<file path="src/rtl/lmx_pkg.sv">
// rtl/lmx_pkg.sv - shared types and constants for the LMX SPI register loader
package lmx_pkg;

   localparam int LMX_WORD_W = 24;

   // R0 with RESET set, then R0 with RESET cleared (power-up prefix words)
   localparam logic [LMX_WORD_W-1:0] LMX_R0_RESET  = 24'h00201E;
   localparam logic [LMX_WORD_W-1:0] LMX_R0_NORMAL = 24'h00201C;

   typedef enum logic [2:0] {
      IDLE,
      ADDR,
      FETCH,
      SHIFT,
      GAP,
      DONE
   } lmx_state_e;

endpackage

</file>
<file path="src/rtl/spi_word_tx.sv">
// rtl/spi_word_tx.sv - one 24-bit MSB-first SPI mode-0 write frame with CSB framing
module spi_word_tx
   import lmx_pkg::*;
#(
   parameter int CLK_DIV = 4
) (
   input  logic                  i_clk,
   input  logic                  i_rst_n,
   input  logic                  i_start,
   input  logic [LMX_WORD_W-1:0] i_word,
   output logic                  o_done,
   output logic                  o_csb,
   output logic                  o_sck,
   output logic                  o_sdi
);

   localparam logic [15:0] DIV_LAST = 16'(CLK_DIV - 1);

   logic                  r_active;
   logic                  r_high;
   logic                  r_hold;
   logic                  r_csb;
   logic                  r_sck;
   logic [LMX_WORD_W-1:0] r_shift;
   logic [4:0]            r_bit;
   logic [15:0]           r_div;
   logic                  w_div_end;

   assign w_div_end = (r_div == DIV_LAST);
   // done coincides with the edge that raises CSB so the loader enters its gap together with it
   assign o_done    = r_active & r_hold & w_div_end;
   assign o_csb     = r_csb;
   assign o_sck     = r_sck;
   // the shift register MSB is the line; forced low outside a frame
   assign o_sdi     = ~r_csb & r_shift[LMX_WORD_W-1];

   // frame sequencer: low half, high half per bit, then one hold period before CSB rises
   always_ff @(posedge i_clk or negedge i_rst_n) begin
      if (!i_rst_n) begin
         r_active <= 1'b0;
         r_high   <= 1'b0;
         r_hold   <= 1'b0;
         r_csb    <= 1'b1;
         r_sck    <= 1'b0;
         r_shift  <= '0;
         r_bit    <= '0;
         r_div    <= '0;
      end else if (i_start && !r_active) begin
         r_active <= 1'b1;
         r_high   <= 1'b0;
         r_hold   <= 1'b0;
         r_csb    <= 1'b0;
         r_sck    <= 1'b0;
         r_shift  <= i_word;
         r_bit    <= 5'(LMX_WORD_W - 1);
         r_div    <= '0;
      end else if (r_active) begin
         if (!w_div_end) begin
            r_div <= r_div + 16'd1;
         end else begin
            r_div <= '0;
            if (r_hold) begin
               r_active <= 1'b0;
               r_hold   <= 1'b0;
               r_csb    <= 1'b1;
            end else if (!r_high) begin
               r_sck  <= 1'b1;
               r_high <= 1'b1;
            end else begin
               r_sck  <= 1'b0;
               r_high <= 1'b0;
               if (r_bit == 5'd0) begin
                  r_hold <= 1'b1;
               end else begin
                  r_bit   <= r_bit - 5'd1;
                  r_shift <= {r_shift[LMX_WORD_W-2:0], 1'b0};
               end
            end
         end
      end
   end

endmodule

</file>
<file path="src/rtl/lmx_spi_loader.sv">
// rtl/lmx_spi_loader.sv - walks the LMX register ROM and streams each word over SPI; LMX_POWERUP_RESET_EN adds an R0 reset prefix
module lmx_spi_loader
   import lmx_pkg::*;
#(
   parameter int N_REGS  = 126,
   parameter int CLK_DIV = 4,
   parameter int CS_GAP  = 4
) (
   input  logic                  i_clk,
   input  logic                  i_rst_n,
   input  logic                  i_start,
   output logic [7:0]            o_reg_nr,
   input  logic [LMX_WORD_W-1:0] i_lmx_reg,
   output logic                  o_spi_csb,
   output logic                  o_spi_sck,
   output logic                  o_spi_sdi,
   output logic                  o_busy,
   output logic                  o_done
);

   localparam logic [7:0]  LAST_IDX = 8'(N_REGS - 1);
   localparam logic [15:0] GAP_LAST = 16'(CS_GAP - 1);

   lmx_state_e            r_state;
   lmx_state_e            w_next;
   logic [7:0]            r_idx;
   logic [15:0]           r_gap;
   logic                  w_gap_end;
   logic                  w_tx_start;
   logic                  w_tx_done;
   logic                  w_in_prefix;
   logic [LMX_WORD_W-1:0] w_word;

`ifdef LMX_POWERUP_RESET_EN
   logic [1:0] r_pre;
   assign w_in_prefix = (r_pre != 2'd2);
   assign w_word      = (r_pre == 2'd0) ? LMX_R0_RESET :
                        (r_pre == 2'd1) ? LMX_R0_NORMAL : i_lmx_reg;

   // counts the two prefix frames; cleared at every accepted start
   always_ff @(posedge i_clk or negedge i_rst_n) begin
      if (!i_rst_n) begin
         r_pre <= 2'd0;
      end else if (r_state == IDLE && i_start) begin
         r_pre <= 2'd0;
      end else if (r_state == GAP && w_gap_end && w_in_prefix) begin
         r_pre <= r_pre + 2'd1;
      end
   end
`else
   assign w_in_prefix = 1'b0;
   assign w_word      = i_lmx_reg;
`endif

   assign w_gap_end  = (r_gap == GAP_LAST);
   assign w_tx_start = (r_state == FETCH);
   assign o_reg_nr   = r_idx;
   assign o_busy     = (r_state != IDLE) && (r_state != DONE);
   assign o_done     = (r_state == DONE);

   spi_word_tx #(
      .CLK_DIV (CLK_DIV)
   ) u_tx (
      .i_clk   (i_clk),
      .i_rst_n (i_rst_n),
      .i_start (w_tx_start),
      .i_word  (w_word),
      .o_done  (w_tx_done),
      .o_csb   (o_spi_csb),
      .o_sck   (o_spi_sck),
      .o_sdi   (o_spi_sdi)
   );

   // state register
   always_ff @(posedge i_clk or negedge i_rst_n) begin
      if (!i_rst_n) begin
         r_state <= IDLE;
      end else begin
         r_state <= w_next;
      end
   end

   // next state; the last-index compare happens before any increment so the index never wraps
   always_comb begin
      w_next = r_state;
      case (r_state)
         IDLE:    if (i_start) w_next = ADDR;
         ADDR:    w_next = FETCH;
         FETCH:   w_next = SHIFT;
         SHIFT:   if (w_tx_done) w_next = GAP;
         GAP: begin
            if (w_gap_end) begin
               if (!w_in_prefix && r_idx == LAST_IDX) w_next = DONE;
               else                                   w_next = ADDR;
            end
         end
         DONE:    w_next = IDLE;
         default: w_next = IDLE;
      endcase
   end

   // ROM index and inter-frame gap counter
   always_ff @(posedge i_clk or negedge i_rst_n) begin
      if (!i_rst_n) begin
         r_idx <= 8'd0;
         r_gap <= 16'd0;
      end else if (r_state == GAP) begin
         if (w_gap_end) begin
            r_gap <= 16'd0;
            if (!w_in_prefix) begin
               r_idx <= (r_idx == LAST_IDX) ? 8'd0 : r_idx + 8'd1;
            end
         end else begin
            r_gap <= r_gap + 16'd1;
         end
      end else if (r_state == IDLE && i_start) begin
         r_idx <= 8'd0;
         r_gap <= 16'd0;
      end
   end

endmodule

</file>
<file path="config.mk">
export PLATFORM = sky130hd
export DESIGN_NAME = lmx_spi_loader
export DESIGN_NICKNAME = d
export VERILOG_FILES = /design/src/rtl/lmx_pkg.sv /design/src/rtl/spi_word_tx.sv /design/src/rtl/lmx_spi_loader.sv
export SDC_FILE = /design/constraint.sdc
export NUM_CORES = 1
export LEC_CHECK = 0
export BUFFER_PORTS_ARGS = -buffer_cell sky130_fd_sc_hd__buf_2
export CAP_MARGIN = 20
export CORE_MARGIN = 3
export CORE_UTILIZATION = 55
export DETAILED_ROUTE_END_ITERATION = 10
export PLACE_DENSITY_LB_ADDON = 0.12
export SKIP_LAST_GASP = 1
export SYNTH_ARGS = -nofsm -noshare
export SYNTH_HDL_FRONTEND = slang
export SYNTH_SLANG_ARGS = --single-unit
</file>
<file path="constraint.sdc">
create_clock -name i_clk -period 6.3 [get_ports i_clk]
set_input_delay 0.63 -clock i_clk [delete_from_list [all_inputs] [get_ports i_clk]]
set_output_delay 0.63 -clock i_clk [all_outputs]
set_load 0.02 [all_outputs]
</file>
Word-level counts from Yosys, hierarchy flattened
Cells that the tools add are included.
Storage, ports and cells
  output and inout port bits: 13
  input bits: 27
  logic and storage cells: 96
  register bits: 76
Cells by class
  $add $sub $neg: 4
  bitwise operators: 4
  mux-type cells: 46
  reductions and logical operators: 18
  equal/unequal tests: 14
Operators by type and width (number)
  two-way mux 24 bit: 6
  two-way mux 16 bit: 6
  adder 16 x 1 -> 16 bit (second input constant): 2
  == test 16 x 2 -> 1 bit (second input constant): 2
  two-way mux 8 bit: 4
  two-way mux 5 bit: 6
  two-way mux 1 bit: 19
  one-hot mux 3 bit (5 select lines): 1
  two-way mux 3 bit: 4
  nonzero test 2 bit: 5
  AND reduction 3 bit: 3
  adder 8 x 1 -> 8 bit (second input constant): 1
  == test 8 x 7 -> 1 bit (second input constant): 1
  == test 3 x 2 -> 1 bit (second input constant): 2
  == test 3 bit (second input constant): 2
  inequality test 2 bit (second input constant): 3
  logical NOT 5 bit: 1
  AND reduction 5 bit: 1
  subtractor 5 x 1 -> 5 bit (second input constant): 1
  inequality test 2 x 1 -> 1 bit (second input constant): 2
  AND reduction 2 bit: 2
  bitwise AND 1 bit: 3
  == test 3 x 1 -> 1 bit (second input constant): 1
  logical AND 1 bit: 3
  other kinds (5): 5

Depth between registers and ports, before layout
  word-level depth: 7
  mapped depth: 7
  depth with buffers taken out: 6

By module
Synthesis repeated with hierarchy kept, for this count alone.
Second synthesis, totals
  cell total of the unflattened synthesis: 406
  area, all modules: 4201.5 µm²
By module, submodules not included
  spi_word_tx: area each 2551.2 µm², cells an instance 230, instances 1, sequential area each 1227.4 µm²
  lmx_spi_loader: area each 1650.3 µm², cells an instance 176, instances 1, sequential area each 675.6 µm²

Least setup slack after synthesis
No wires, ideal clock.
  kind: reg-to-reg
  start point: register u_tx.r_div[0]
  end point: register u_tx.r_shift[12]
  setup time: 0.125 ns
  stages on the path, launching flop included: 7
  arrival: 2.001 ns
  required time: 6.175 ns
  period minus slack after synthesis: 2.126 ns
  buffers on the path: 1
  slack: 4.174 ns
  path through: dfrtp_1 -> ha_1 -> nor4b_2 -> nand4_2 -> o31ai_4 -> buf_6 -> mux2_2
Between the ends
  longest elaborated chain between the ends: 3
Ends and longest elaborated chain
  start, declared: line spi_word_tx.sv:26  | logic [15:0] r_div;
  start signal, assigned: line spi_word_tx.sv:59  | r_div <= r_div + 16'd1;
  == test 16 x 2 -> 1 bit: line spi_word_tx.sv:29  | assign w_div_end = (r_div == DIV_LAST);
  nonzero test 2 bit (no line)
  AND reduction 5 bit (no line)
  end signal, assigned: line spi_word_tx.sv:54  | r_shift <= i_word;
  end signal, assigned: line spi_word_tx.sv:76  | r_shift <= {r_shift[LMX_WORD_W-2:0], 1'b0};
  end, declared: line spi_word_tx.sv:24  | logic [LMX_WORD_W-1:0] r_shift;
Every way passes these cells.
A chain may end at the register's enable or synchronous reset.

Worst setup path after layout
  start point: register r_gap[0]
  end point: register r_idx[1] (netlist: o_reg_nr[1])
Between the ends
  longest elaborated chain between the ends: 3
Ends and longest elaborated chain
  start, declared: line lmx_spi_loader.sv:27  | logic [15:0] r_gap;
  start signal, assigned: line lmx_spi_loader.sv:114  | r_gap <= r_gap + 16'd1;
  == test 16 x 2 -> 1 bit: line lmx_spi_loader.sv:55  | assign w_gap_end = (r_gap == GAP_LAST);
  inequality test 2 bit (no line)
  AND reduction 2 bit (no line)
  end signal, assigned: line lmx_spi_loader.sv:111  | r_idx <= (r_idx == LAST_IDX) ? 8'd0 : r_idx + 8'd1;
  end, declared: line lmx_spi_loader.sv:26  | logic [7:0] r_idx;
Every way passes these cells.

==> results.yml <==
timing:
  fmax_ghz: 0.3506
  skew_ps: 11.52
  grt_setup_unrepaired: "no"
  finalHoldViolations: 0
  tns_ps: 0
  setup_violations: 0
  whs_ps: 425.1
  period_needed_ps: 2852
  slew_headroom_pct: 26.82
  tightest_slew_ps: 1083
  setup_slack_ps: 3448
  final_max_slew_viol_count: 0
  period_share_pct: 45.27
clock_tree:
  cts_buffers: 9
  root_buffer: "clkbuf_8"
  cts.sinks: 76
  post-cts-setup-buffer-count: 0
  clockBufferDepth: 2
  postCtsHoldBufs: 0
  cts_tree: "built"
  cts_resized: 0
  htreeDepth: 3
  clock_latency_ps: 350
  clkSlewWorstSetupHoldPaths_ps: 90
synth:
  async_flop_share_pct: 100.0
  synthFlopType: "dfrtp_1"
  seq_area_frac_synth_pct: 45.19
  ys_ff_latch: 76
  netlist_instances: 405
  syn-num-nets: 437
  synth_top_area_share_pct: 44.56
  synthTopCellsByArea: "dfrtp_1 45%, mux2_2 6.7%, a31oi_1 4.8%"
  syn_avg_cell_area_um2: 10.40
  synth.distinct_cells: 61
  ys_warn_count: 0
  syn_area_mm2: 0.004212
  yosysTopAreaCell: "dfrtp_1"
  synth_edf_count: 0
routing:
  drc: 0
  ant_nets: 0
  wl_per_cell_um: 16.57
  dr.pass1.iters: 4
  wl_um: 8949
  drt-initial-drc-count: 204
  via_per_inst: 6.204
  vias: 3350
run:
  timing.max_cap.violations: 0
critical_path:
  r2r_cells: 5
  cp-end-kind: "register"
  cp_cell_sequence: "ha_1, nor3b_1, nand4_1, o21ai_1, mux2i_1"
  critical_path_arrival_ps: 3120
  critPathRequiredTime_ps: 6570
  cp_max_fo: 22
  cp-start-kind: "register"
  cpPeakStageDelay_ps: 860
  critical_path.slowest_cell: "o21ai_1"
  critPathKind: "reg2reg"
power_and_ir_drop:
  seq_power_share_pct: 54.0
  internal-power_uw: 705.9
  power_frac_comb_pct: 3.3
  peakVddDrop_mv: 0.1129
  swShare_pct: 23.22
  pwr-share-clk_pct: 42.7
  power_density_mw_per_mm2: 197.5
  p_switching_uw: 213.4
  p_leak_nw: 1.966
place:
  globalplace.congestion: 0.8486
  hpwlAfterDp_um: 5926
  place_ws_ps: 3516
  port_buffers: 39
die:
  ios: 40
  chipWidth_um: 93.51
  dieHeight_um: 93.51
  start_util_pct: 57.45
  dieArea_mm2: 0.008743
  rows: 31
  core_area_mm2: 0.007331
grt:
  grt_pass1_vias: 3226
  grt_pass1_wl_um: 15210
  gr-total-overflow: 0
  antenna_found_initial: 0
  grt.total_usage_pct: 21.60
  grt_max_degree: 77
cells_and_area:
  fin_util_pct: 63.49
  regArea_mm2: 0.001903
  fin_nets: 468
  area_growth_pct: 10.52
  fill_cells: 596
  multi_input_comb_area_mm2: 0.002138
  diodes: 0
  layout_common_cells: "75 x dfrtp_1, 38 x buf_2, 32 x a31oi_1"
  final_common_cell: "dfrtp_1"
  drive_gt1_share_pct: 23.58
run_status:
  status: "completed"
worst_hold_path:
  min-delay-path-class: "in2async"
logic make-up (layout without fill, tap and decap cells):
family                   Yosys count  count (layout)  synth area share, %
AND/OR/NAND/NOR                  139             139                19.82
AO/OA/AOI/OAI                     93              93                15.06
flip-flops                        76              76                45.19
multiplexers                      47              47                13.16
buffers and inverters             39              75                4.040
XOR/XNOR                           6               6                1.248
adder cells (fa/ha/maj)            5               5                1.485
area by class of cell:
type	instances	area share, %
Clock buffer	10	2.957
Clock inverter	6	1.532
Inverter	18	1.452
Multi-Input combinational cell	290	45.94
Sequential cell	76	40.89
Tap cell	99	2.661
Timing Repair Buffer	41	4.570
per-layer routing:
layer / vias to the layer above / GRT usage, % / routed length (um)
met5: - / 0 / 0
met3: 10 / 4.827 / 367
li1: 1618 / - / -
met4: 0 / 8.059 / 98
met1: 1638 / 29.24 / 4171
met2: 84 / 33.95 / 4311
power by group through the flow:
stage / clock, mW / combinational (mW) / sequential (mW)
floorplan: 0 / 0.0117 / 0.505
global placement: 0 / 0.0311 / 0.506
detailed placement: 0 / 0.0315 / 0.506
CTS: 0.399 / 0.0316 / 0.496
global route: 0.424 / 0.0344 / 0.497
finish: 0.392 / 0.0304 / 0.496
through the flow:
step                      std cells  instance area, um^2  power [mW]
final                           540                 4654      0.9193
after global routing            540                 4654      0.9558
after CTS                       540                 4654      0.9275
after detailed placement        524                 4446      0.5377
after global placement          524                 4446      0.5369
after floorplan                 405                 4212      0.5169
Yosys cell counts (all sizes together), types with 6 or more instances:
master	n
or3	7
and4	9
mux2	43
nand2	21
o21ai	15
o31ai	6
or4	6
nor2	18
nand3	18
and2	7
a31oi	32
nand4	13
a21oi	10
inv	18
buf	7
dfrtp	75
clkbuf	14
nor4	12
and3	6
registers in the layout, indices dropped and copies added (netlist names):
signal,count
u_tx.o_csb,1
u_tx.r_div,16
u_tx.r_active,1
o_reg_nr,8
u_tx.r_high,1
r_gap,16
u_tx.r_shift,24
u_tx.r_bit,5
u_tx.r_hold,1
r_state,3
critical path: cells and delay by family (launching register included):
family | cells | cell delay [ps]
and+or+nand+nor | 2 | 1000
AOI/OAI and AO/OA | 1 | 860
muxes | 1 | 250
DFF | 1 | 420
adders and majority gates | 1 | 240
path summary, 6_finish.rpt:
kind | start | endpoint | slack [ps]
worst max-delay path | r_gap[0] | o_reg_nr[1] | 3450
worst min-delay path | i_rst_n | u_tx.r_div[9] | 430
worst max register to register | r_gap[0] | o_reg_nr[1] | 3450
worst min register to register | u_tx.o_csb | u_tx.o_csb | 470
max in group asynchronous | i_rst_n | u_tx.r_div[15] | 5260
min in group i_clk | u_tx.o_csb | u_tx.o_csb | 470
(Power assumes the default switching activity.)
